$ cat src/rtl/udp_tx_framer.sv
// UDP transmit framer: emits an 8-byte UDP header followed by payload_len
// pass-through payload bytes on a valid/ready byte stream.
module udp_tx_framer #(
    parameter int MAX_PAYLOAD = 1472
) (
    input  logic        clk,
    input  logic        rst_n,
    input  logic        start,
    output logic        start_ready,
    input  logic [15:0] src_port,
    input  logic [15:0] dst_port,
    input  logic [15:0] payload_len,
    input  logic [7:0]  in_data,
    input  logic        in_valid,
    input  logic        in_last,
    output logic        in_ready,
    output logic [7:0]  out_data,
    output logic        out_valid,
    input  logic        out_ready,
    output logic        out_last,
    output logic        busy,
    output logic        len_err
);

    typedef enum logic [1:0] {IDLE, HEADER, PAYLOAD} state_t;

    typedef struct packed {
        logic [15:0] src;
        logic [15:0] dst;
        logic [15:0] plen;
        logic [15:0] udp_len;
    } cmd_t;

    state_t      state, state_nxt;
    cmd_t        cmd;
    logic [2:0]  hdr_idx;
    logic [15:0] pay_cnt;
    logic        accept, reject, xfer, hdr_last, pay_last;

    assign accept   = start & start_ready & (payload_len <= 16'(MAX_PAYLOAD));
    assign reject   = start & start_ready & (payload_len >  16'(MAX_PAYLOAD));
    assign xfer     = out_valid & out_ready;
    assign hdr_last = (hdr_idx == 3'd7);
    // plen is never 0 while in PAYLOAD, so the subtraction cannot wrap there
    assign pay_last = (pay_cnt == cmd.plen - 16'd1);

    always_ff @(posedge clk or negedge rst_n) begin
        if (!rst_n) state <= IDLE;
        else        state <= state_nxt;
    end

    always_comb begin
        state_nxt = state;
        case (state)
            IDLE:    if (accept) state_nxt = HEADER;
            HEADER:  if (xfer && hdr_last) state_nxt = (cmd.plen != 16'd0) ? PAYLOAD : IDLE;
            PAYLOAD: if (xfer && pay_last) state_nxt = IDLE;
            default: state_nxt = IDLE;
        endcase
    end

    always_comb begin
        start_ready = 1'b0;
        in_ready    = 1'b0;
        out_data    = 8'h00;
        out_valid   = 1'b0;
        out_last    = 1'b0;
        busy        = 1'b0;
        case (state)
            IDLE: start_ready = 1'b1;
            HEADER: begin
                busy      = 1'b1;
                out_valid = 1'b1;
                out_last  = hdr_last && (cmd.plen == 16'd0);
                case (hdr_idx)
                    3'd0:    out_data = cmd.src[15:8];
                    3'd1:    out_data = cmd.src[7:0];
                    3'd2:    out_data = cmd.dst[15:8];
                    3'd3:    out_data = cmd.dst[7:0];
                    3'd4:    out_data = cmd.udp_len[15:8];
                    3'd5:    out_data = cmd.udp_len[7:0];
                    default: out_data = 8'h00;
                endcase
            end
            PAYLOAD: begin
                busy      = 1'b1;
                out_data  = in_data;
                out_valid = in_valid;
                in_ready  = out_ready;
                out_last  = pay_last;
            end
            default: ;
        endcase
    end

    always_ff @(posedge clk or negedge rst_n) begin
        if (!rst_n) begin
            cmd     <= '0;
            hdr_idx <= 3'd0;
            pay_cnt <= 16'd0;
            len_err <= 1'b0;
        end else begin
            // in_last is only cross-checked against our own count, never used to end the frame
            len_err <= reject | ((state == PAYLOAD) && xfer && (in_last != out_last));
            if (accept) begin
                cmd.src     <= src_port;
                cmd.dst     <= dst_port;
                cmd.plen    <= payload_len;
                cmd.udp_len <= payload_len + 16'd8;
                hdr_idx     <= 3'd0;
                pay_cnt     <= 16'd0;
            end else if (xfer && state == HEADER) begin
                hdr_idx <= hdr_idx + 3'd1;
            end else if (xfer && state == PAYLOAD && !pay_last) begin
                pay_cnt <= pay_cnt + 16'd1;
            end
        end
    end

endmodule

$ cat config.mk
export PLATFORM = sky130hd
export DESIGN_NAME = udp_tx_framer
export DESIGN_NICKNAME = d
export VERILOG_FILES = /design/src/rtl/udp_tx_framer.sv
export SDC_FILE = /design/constraint.sdc
export NUM_CORES = 1
export LEC_CHECK = 0
export BUFFER_PORTS_ARGS = -buffer_cell sky130_fd_sc_hd__clkbuf_2
export CORE_AREA = 2 2 135 137
export DETAILED_ROUTE_END_ITERATION = 7
export DIE_AREA = 0 0 137 139
export GPL_TIMING_DRIVEN = 0
export SYNTH_ARGS = -nofsm -noshare
export SYNTH_HDL_FRONTEND = slang
export SYNTH_SLANG_ARGS = --single-unit
$ cat constraint.sdc
create_clock -name clk -period 5.6 [get_ports clk]
set_input_delay 0.28 -clock clk [delete_from_list [all_inputs] [get_ports clk]]
set_output_delay 0.28 -clock clk [all_outputs]
set_load 0.1 [all_outputs]
==> results of run 1 <==
[synthesized netlist by cell type (14+ instances only)]
cell / n / area share [%]
clkbuf_1: 23 / 1.8
a22oi_1: 15 / 2.3
nand2_1: 153 / 12
a21oi_1: 28 / 2.9
nor2_1: 30 / 2.3
xnor2_1: 14 / 2.5
nand3_1: 18 / 1.9
and2_1: 15 / 2.0
dfrtp_1: 83 / 43
o21ai_0: 16 / 1.7
[final cells by class]
| class | count | area (sq um) | share of cell area, % |
|---|---|---|---|
| plain buffers | 29 | 141 | 2.43 |
| clock buffers | 10 | 239 | 4.11 |
| clock inverters | 6 | 55.1 | 0.947 |
| inverters | 13 | 48.8 | 0.839 |
| multi-input cells | 430 | 2540 | 43.8 |
| flip-flops and latches | 83 | 2080 | 35.7 |
| well taps | 229 | 287 | 4.93 |
| repair buffers | 78 | 420 | 7.23 |
[worst max-delay path: cells and delay by family, from the launching register on]
kind                       cells  cell delay [ns]
AOI/OAI and AO/OA              3             0.83
and+or+nand+nor                3             0.74
buffers and inverters          2             0.59
DFF                            1             0.57
adders and majority gates      1             0.34
xor gates and xnor gates       1             0.13
[flip-flops by register name (all words and copies together) (netlist names)]
| register | count |
|---|---|
| hdr_idx | 3 |
| state | 2 |
| pay_cnt | 16 |
| len_err | 1 |
| cmd | 61 |
[metrics by stage]
stage               worst slack (ns)  hold slack, ns  power [W]  utilization, %
finish                          1.77           0.117    0.00217            32.9
global route                    1.52           0.107    0.00230            32.9
detailed placement              2.11           0.341    0.00159            31.2
floorplan                       1.84         -0.0156    0.00137               -
global placement                1.65           0.459    0.00157            31.0
CTS                             1.71           0.105    0.00219            32.9
[power by group through the flow]
stage | Sequential, W | Clock [W] | Combinational (W)
after global routing | 0.000834 | 0.000632 | 0.000833
after CTS | 0.000821 | 0.000606 | 0.000758
after global placement | 0.000828 | 0 | 0.000743
final | 0.000820 | 0.000593 | 0.000756
after detailed placement | 0.000832 | 0 | 0.000753
after floorplan | 0.000809 | 0 | 0.000558
[worst paths after layout]
kind / to / depth (start not counted) / from
min: cmd[52] / 3 / src_port[4]
min reg2reg: cmd[50] / 2 / cmd[50]
min in group asynchronous: pay_cnt[2] / 2 / rst_n
max reg2reg: pay_cnt[6] / 12 / cmd[16]
max in group asynchronous: cmd[6] / 3 / rst_n
max: out_last / 10 / cmd[16]
[cells by family (layout without fill, tap and decap cells)]
kind of cell,Yosys count,after routing,share of synthesized area (%)
buffers and inverters,42,136,3.95
AOI/OAI and AO/OA,104,104,14.9
DFF,83,83,43.2
and+or+nand+nor,283,283,29.0
muxes,8,8,1.72
xor gates and xnor gates,23,23,4.19
adders and majority gates,12,12,3.12
[per-layer routing]
| layer | vias up | track usage (%) | wire length [microns] |
|---|---|---|---|
| li1 | 2137 | - | - |
| met1 | 2026 | 18.3 | 6010 |
| met2 | 90 | 24.4 | 6660 |
| met3 | 17 | 3.33 | 560 |
| met4 | 0 | 4.23 | 182 |
| met5 | - | 0 | 0 |
==> results.yml, run 1 <==
clocking:
  cts_resized: 0
  clkSinkCount: 83
  cts_max_level: 3
  cts_hold_buf: 1
  clk_latency_ns: 0.34
  cts_setup_buffers: 0
  cts_max_path_buffers: 2
  cts_tree: "yes"
  cts.clk_slew.worst_paths_ns: 0.07
  numCtsBuffers: 9
  cts_root_buf: "clkbuf_16"
run:
  maxCapViolations: 0
synthesis:
  synth_area_per_cell_sq_um: 8.67
  ys_ff_latch: 83
  synth_edf_count: 0
  mappedNetlistArea_sq_mm: 0.00481
  syn_nets: 629
  ys_types: 62
  ys.flop_type: "dfrtp_1"
  yosys_warnings: 0
  synthArstFlopShare_pct: 100
  synth_cells: 555
  ys_seq_area_share_pct: 43.2
route:
  first_pass_iters: 8
  drt-initial-drc-count: 338
  wl_microns: 13400
  ant_nets: 0
  viasPerCell: 4.86
  drc_errors: 0
  vias: 4270
  wl_per_cell_microns: 15.3
cells_and_area:
  nNetsFinal: 718
  most-common-layout-cells: "nand2_1, dfrtp_1, clkbuf_2"
  antenna_cells: 0
  filler_cell_count: 1898
  fin_cells: 878
  syn_to_final_growth_pct: 20.8
  final_cell_area_sq_mm: 0.00581
  drive_gt1_share_pct: 17.4
  layout_commonest_cell: "nand2_1"
worst_setup_path:
  rrSetupSlack_ns: 2.19
  crit_path_max_fanout: 7
  critPathKind: "flip-flop to primary output"
  critPathSlowestCell: "dfrtp_1"
  cp-start-kind: "flip-flop"
  cp-end-kind: "primary output"
  cpPeakStageDelay_ns: 0.57
  worstPathCellList: "inv_1 -> ha_1 -> xnor2_1 -> a211oi_1 -> nand4_1 -> a2111o_1 -> nor4_2 -> a31oi_1 -> nor2b_1 -> clkbuf_2"
  critPathArrivalTime_ns: 3.55
  cp.required_ns: 5.32
placed_design:
  detailed_place_hpwl_microns: 9980
  routabilityCongestion: 0.835
  dpl_cell_area_sq_mm: 0.00551
  placement.io_buffers: 75
  place_inst: 861
power_and_ir_drop:
  switching_share_pct: 39.5
  intPower_w: 0.00131
  switching_power_w: 0.000856
  clkPwrFrac_pct: 27.3
  vdd_drop_max_mv: 0.162
  p_seq_share_pct: 37.8
  p_per_area_mw_per_mm2: 373
  pwr-share-comb_pct: 34.9
  p_leak_nw: 2.68
sta:
  slew_violations: 0
  slew_headroom_pct: 53.5
  fin_setup_tns_ns: 0
  rsz0062_at_grt: "no"
  finalHoldViolations: 0
  worst_pin_slew_ns: 0.693
  fmax_ghz: 0.261
  fin_skew_ns: 0.00661
  post-route-min-period_ns: 3.83
  setup_violations: 0
  fin_crit_sh_pct: 68.5
global_route:
  grt_max_degree: 47
  antenna_found_initial: 0
  grt_pass1_wl_microns: 21700
  grt_overflow: 0
  gr-usage-all-layers_pct: 14.5
  grt_pass1_vias: 4233
die:
  core_area_sq_mm: 0.0177
  die_w_microns: 137
  die_h_microns: 139
  die_area_sq_mm: 0.0190
  start_util_pct: 27.2
  pin_count: 76
  rows: 49
hold_path:
  hp-class: "input pin to flip-flop"
status:
  status: "completed"
Power figures use the tool's default switching activity.
==> run 2, diff against run 1 <==
--- a/config.mk
+++ b/config.mk
@@ -5,6 +5,7 @@
 export SDC_FILE = /design/constraint.sdc
 export NUM_CORES = 1
 export LEC_CHECK = 0
+export ABC_AREA = 1
 export BUFFER_PORTS_ARGS = -buffer_cell sky130_fd_sc_hd__clkbuf_2
 export CORE_AREA = 2 2 135 137
 export DETAILED_ROUTE_END_ITERATION = 7
==> constraint.sdc (replaced) <==
create_clock -name clk -period 3.91 [get_ports clk]
set_input_delay 0.1955 -clock clk [delete_from_list [all_inputs] [get_ports clk]]
set_output_delay 0.1955 -clock clk [all_outputs]
set_load 0.1 [all_outputs]
==> results.yml, run 2 <==
die:
  rows: 49
  die_w_microns: 137
  pin_count: 76
  die_area_sq_mm: 0.0190
  core_area_sq_mm: 0.0177
  die_h_microns: 139
  start_util_pct: 27.4
global_route:
  grt_pass1_vias: 4562
  grt_overflow: 0
  antenna_found_initial: 0
  grt_max_degree: 56
  grt_pass1_wl_microns: 22900
  gr-usage-all-layers_pct: 15.1
route:
  viasPerCell: 4.54
  ant_nets: 0
  wl_per_cell_microns: 13.8
  drc_errors: 0
  vias: 4512
  drt-initial-drc-count: 223
  wl_microns: 13700
  first_pass_iters: 4
sta:
  fmax_ghz: 0.331
  fin_crit_sh_pct: 77.3
  post-route-min-period_ns: 3.02
  rsz0062_at_grt: "no"
  slew_violations: 0
  fin_skew_ns: 0.00495
  worst_pin_slew_ns: 0.793
  setup_violations: 0
  finalHoldViolations: 0
  slew_headroom_pct: 46.7
  fin_setup_tns_ns: 0
worst_setup_path:
  cp-start-kind: "flip-flop"
  cp-end-kind: "primary output"
  cp.required_ns: 3.71
  critPathArrivalTime_ns: 2.83
  r2r_cells: 16
  crit_path_max_fanout: 5
  critPathKind: "flip-flop to primary output"
synthesis:
  synthArstFlopShare_pct: 100
  netlist_top_cells_area: "dfrtp_1, nand2_1, inv_1"
  synth_area_per_cell_sq_um: 7.19
  yosysMostFrequentCell: "nand2_1"
  yosysTopAreaCell: "dfrtp_1"
  synth_top_cell_area_share_pct: 43.0
  synth_edf_count: 0
  mappedNetlistArea_sq_mm: 0.00483
  ys_ff_latch: 83
  syn_nets: 746
  ys_seq_area_share_pct: 43.0
  yosys_warnings: 0
  ys_types: 32
  ys.flop_type: "dfrtp_1"
  synthTopCellsByCount: "nand2_1, dfrtp_1, inv_1"
  synth_cells: 672
power_and_ir_drop:
  vdd_drop_max_mv: 0.232
  p_per_area_mw_per_mm2: 590
  p_leak_nw: 3.05
cells_and_area:
  most-common-layout-cells: "nand2_1, dfrtp_1, inv_1"
  filler_cell_count: 1963
  largest_register: "cmd"
  layout_commonest_cell: "nand2_1"
  reg.largest.list: "cmd (61), pay_cnt (16), hdr_idx (3)"
  nNetsFinal: 834
  drive_gt1_share_pct: 14.8
  final_cell_area_sq_mm: 0.00587
  largest_reg_flops: 61
  syn_to_final_growth_pct: 21.4
  antenna_cells: 0
placed_design:
  placement.io_buffers: 75
  detailed_place_hpwl_microns: 10600
  dpl_cell_area_sq_mm: 0.00553
  routabilityCongestion: 0.891
run:
  maxCapViolations: 0
clocking:
  cts_root_buf: "clkbuf_16"
  numCtsBuffers: 9
  cts_setup_buffers: 0
  cts_tree: "yes"
  cts.clk_slew.worst_paths_ns: 0.06
  clk_latency_ns: 0.34
  clkSinkCount: 83
  cts_max_path_buffers: 2
  cts_max_level: 3
hold_path:
  hold_depth: 3
  hp-class: "input pin to flip-flop"
status:
  status: "completed"
## run 2: cell types whose count changed in the layout (fill, tap and decap cells not counted), moves of 16 or more
| cell | before | now |
|---|---|---|
| clkbuf_1 | 23 | 7 |
| inv_1 | 12 | 76 |
| nand2_1 | 153 | 256 |
| nand3_1 | 18 | 51 |
| o21ai_0 | 16 | 37 |
## run 2: layout make-up
class / count / area [sq um] / area share [%]
multi-input combinational: 493 / 2380 / 40.5
sequential: 83 / 2080 / 35.4
timing repair buffer: 77 / 415 / 7.08
inverter: 78 / 293 / 4.99
tap: 229 / 287 / 4.88
clock buffer: 10 / 239 / 4.07
buffer: 18 / 91.3 / 1.56
clock inverter: 6 / 88.8 / 1.51
## run 2: logic make-up (layout without fill, tap and decap cells)
| kind of cell | Yosys count | after routing | share of synthesized area, % |
|---|---|---|---|
| AOI/OAI and AO/OA | 83 | 83 | 9.94 |
| xor gates and xnor gates | 21 | 21 | 3.81 |
| adders and majority gates | 12 | 12 | 3.11 |
| buffers and inverters | 96 | 189 | 7.95 |
| DFF | 83 | 83 | 43.0 |
| and+or+nand+nor | 377 | 377 | 32.2 |
## run 2: worst max-delay path, stage by stage (launching register included)
cell and delay [ns]:
dfrtp_1 0.39, inv_1 0.15, ha_1 0.28, nand2_2 0.12, o21ai_1 0.21, nand2_1 0.07
nand2_1 0.07, nand2_1 0.05, inv_1 0.05, nand2_1 0.04, nor2_1 0.24, nand3_1 0.11
nand2_1 0.12, nand2_1 0.08, inv_1 0.06, clkbuf_2 0.44
## run 2: per-stage QoR
stage / util [%] / cells / total power (W) / worst slack (ns) / hold WS, ns
6_report: 33.2 / 994 / 0.00346 / 0.887 / 0.0479
5_1_grt: 33.2 / 994 / 0.00372 / 0.570 / 0.0533
4_1_cts: 33.2 / 994 / 0.00348 / 0.839 / 0.0409
3_5_place_dp: 31.3 / 977 / 0.00253 / 1.22 / 0.196
3_3_place_gp: 31.1 / 976 / 0.00251 / 1.27 / 0.396
2_1_floorplan: - / 672 / 0.00218 / 0.297 / -0.100
## run 2: final timing paths
path                                   end         from  slack, ns
worst max-delay path              out_last      cmd[16]       0.89
worst min-delay path               cmd[33]  dst_port[1]       0.05
worst max register to register  pay_cnt[1]      cmd[16]       1.46
worst min register to register     cmd[15]      cmd[15]       0.47
max in group asynchronous          cmd[13]        rst_n       2.93
min in group asynchronous          cmd[33]        rst_n       0.35
## run 2: repair_timing
action / 4_1_cts / 5_1_grt
gates resized for setup: 0 / 0
hold buffers: 1 / 0
endpoints found under the hold margin: 28 / 0
endpoints found under the setup margin: 0 / 0
## run 2: per-layer routing
metal | part of all wire [%] | routed length, microns | up-vias | GRT usage, %
met5 | 0 | 0 | - | 0
met3 | 3.6 | 493 | 16 | 1.64
met2 | 48 | 6590 | 93 | 25.4
li1 | - | - | 2318 | -
met1 | 47 | 6430 | 2085 | 20.0
met4 | 1.6 | 218 | 0 | 5.43
## run 2: power breakdown
part / switching, W / internal [W]
clock: 0.000364 / 0.000577
combinational: 0.000851 / 0.000382
sequential: 0.000199 / 0.00109
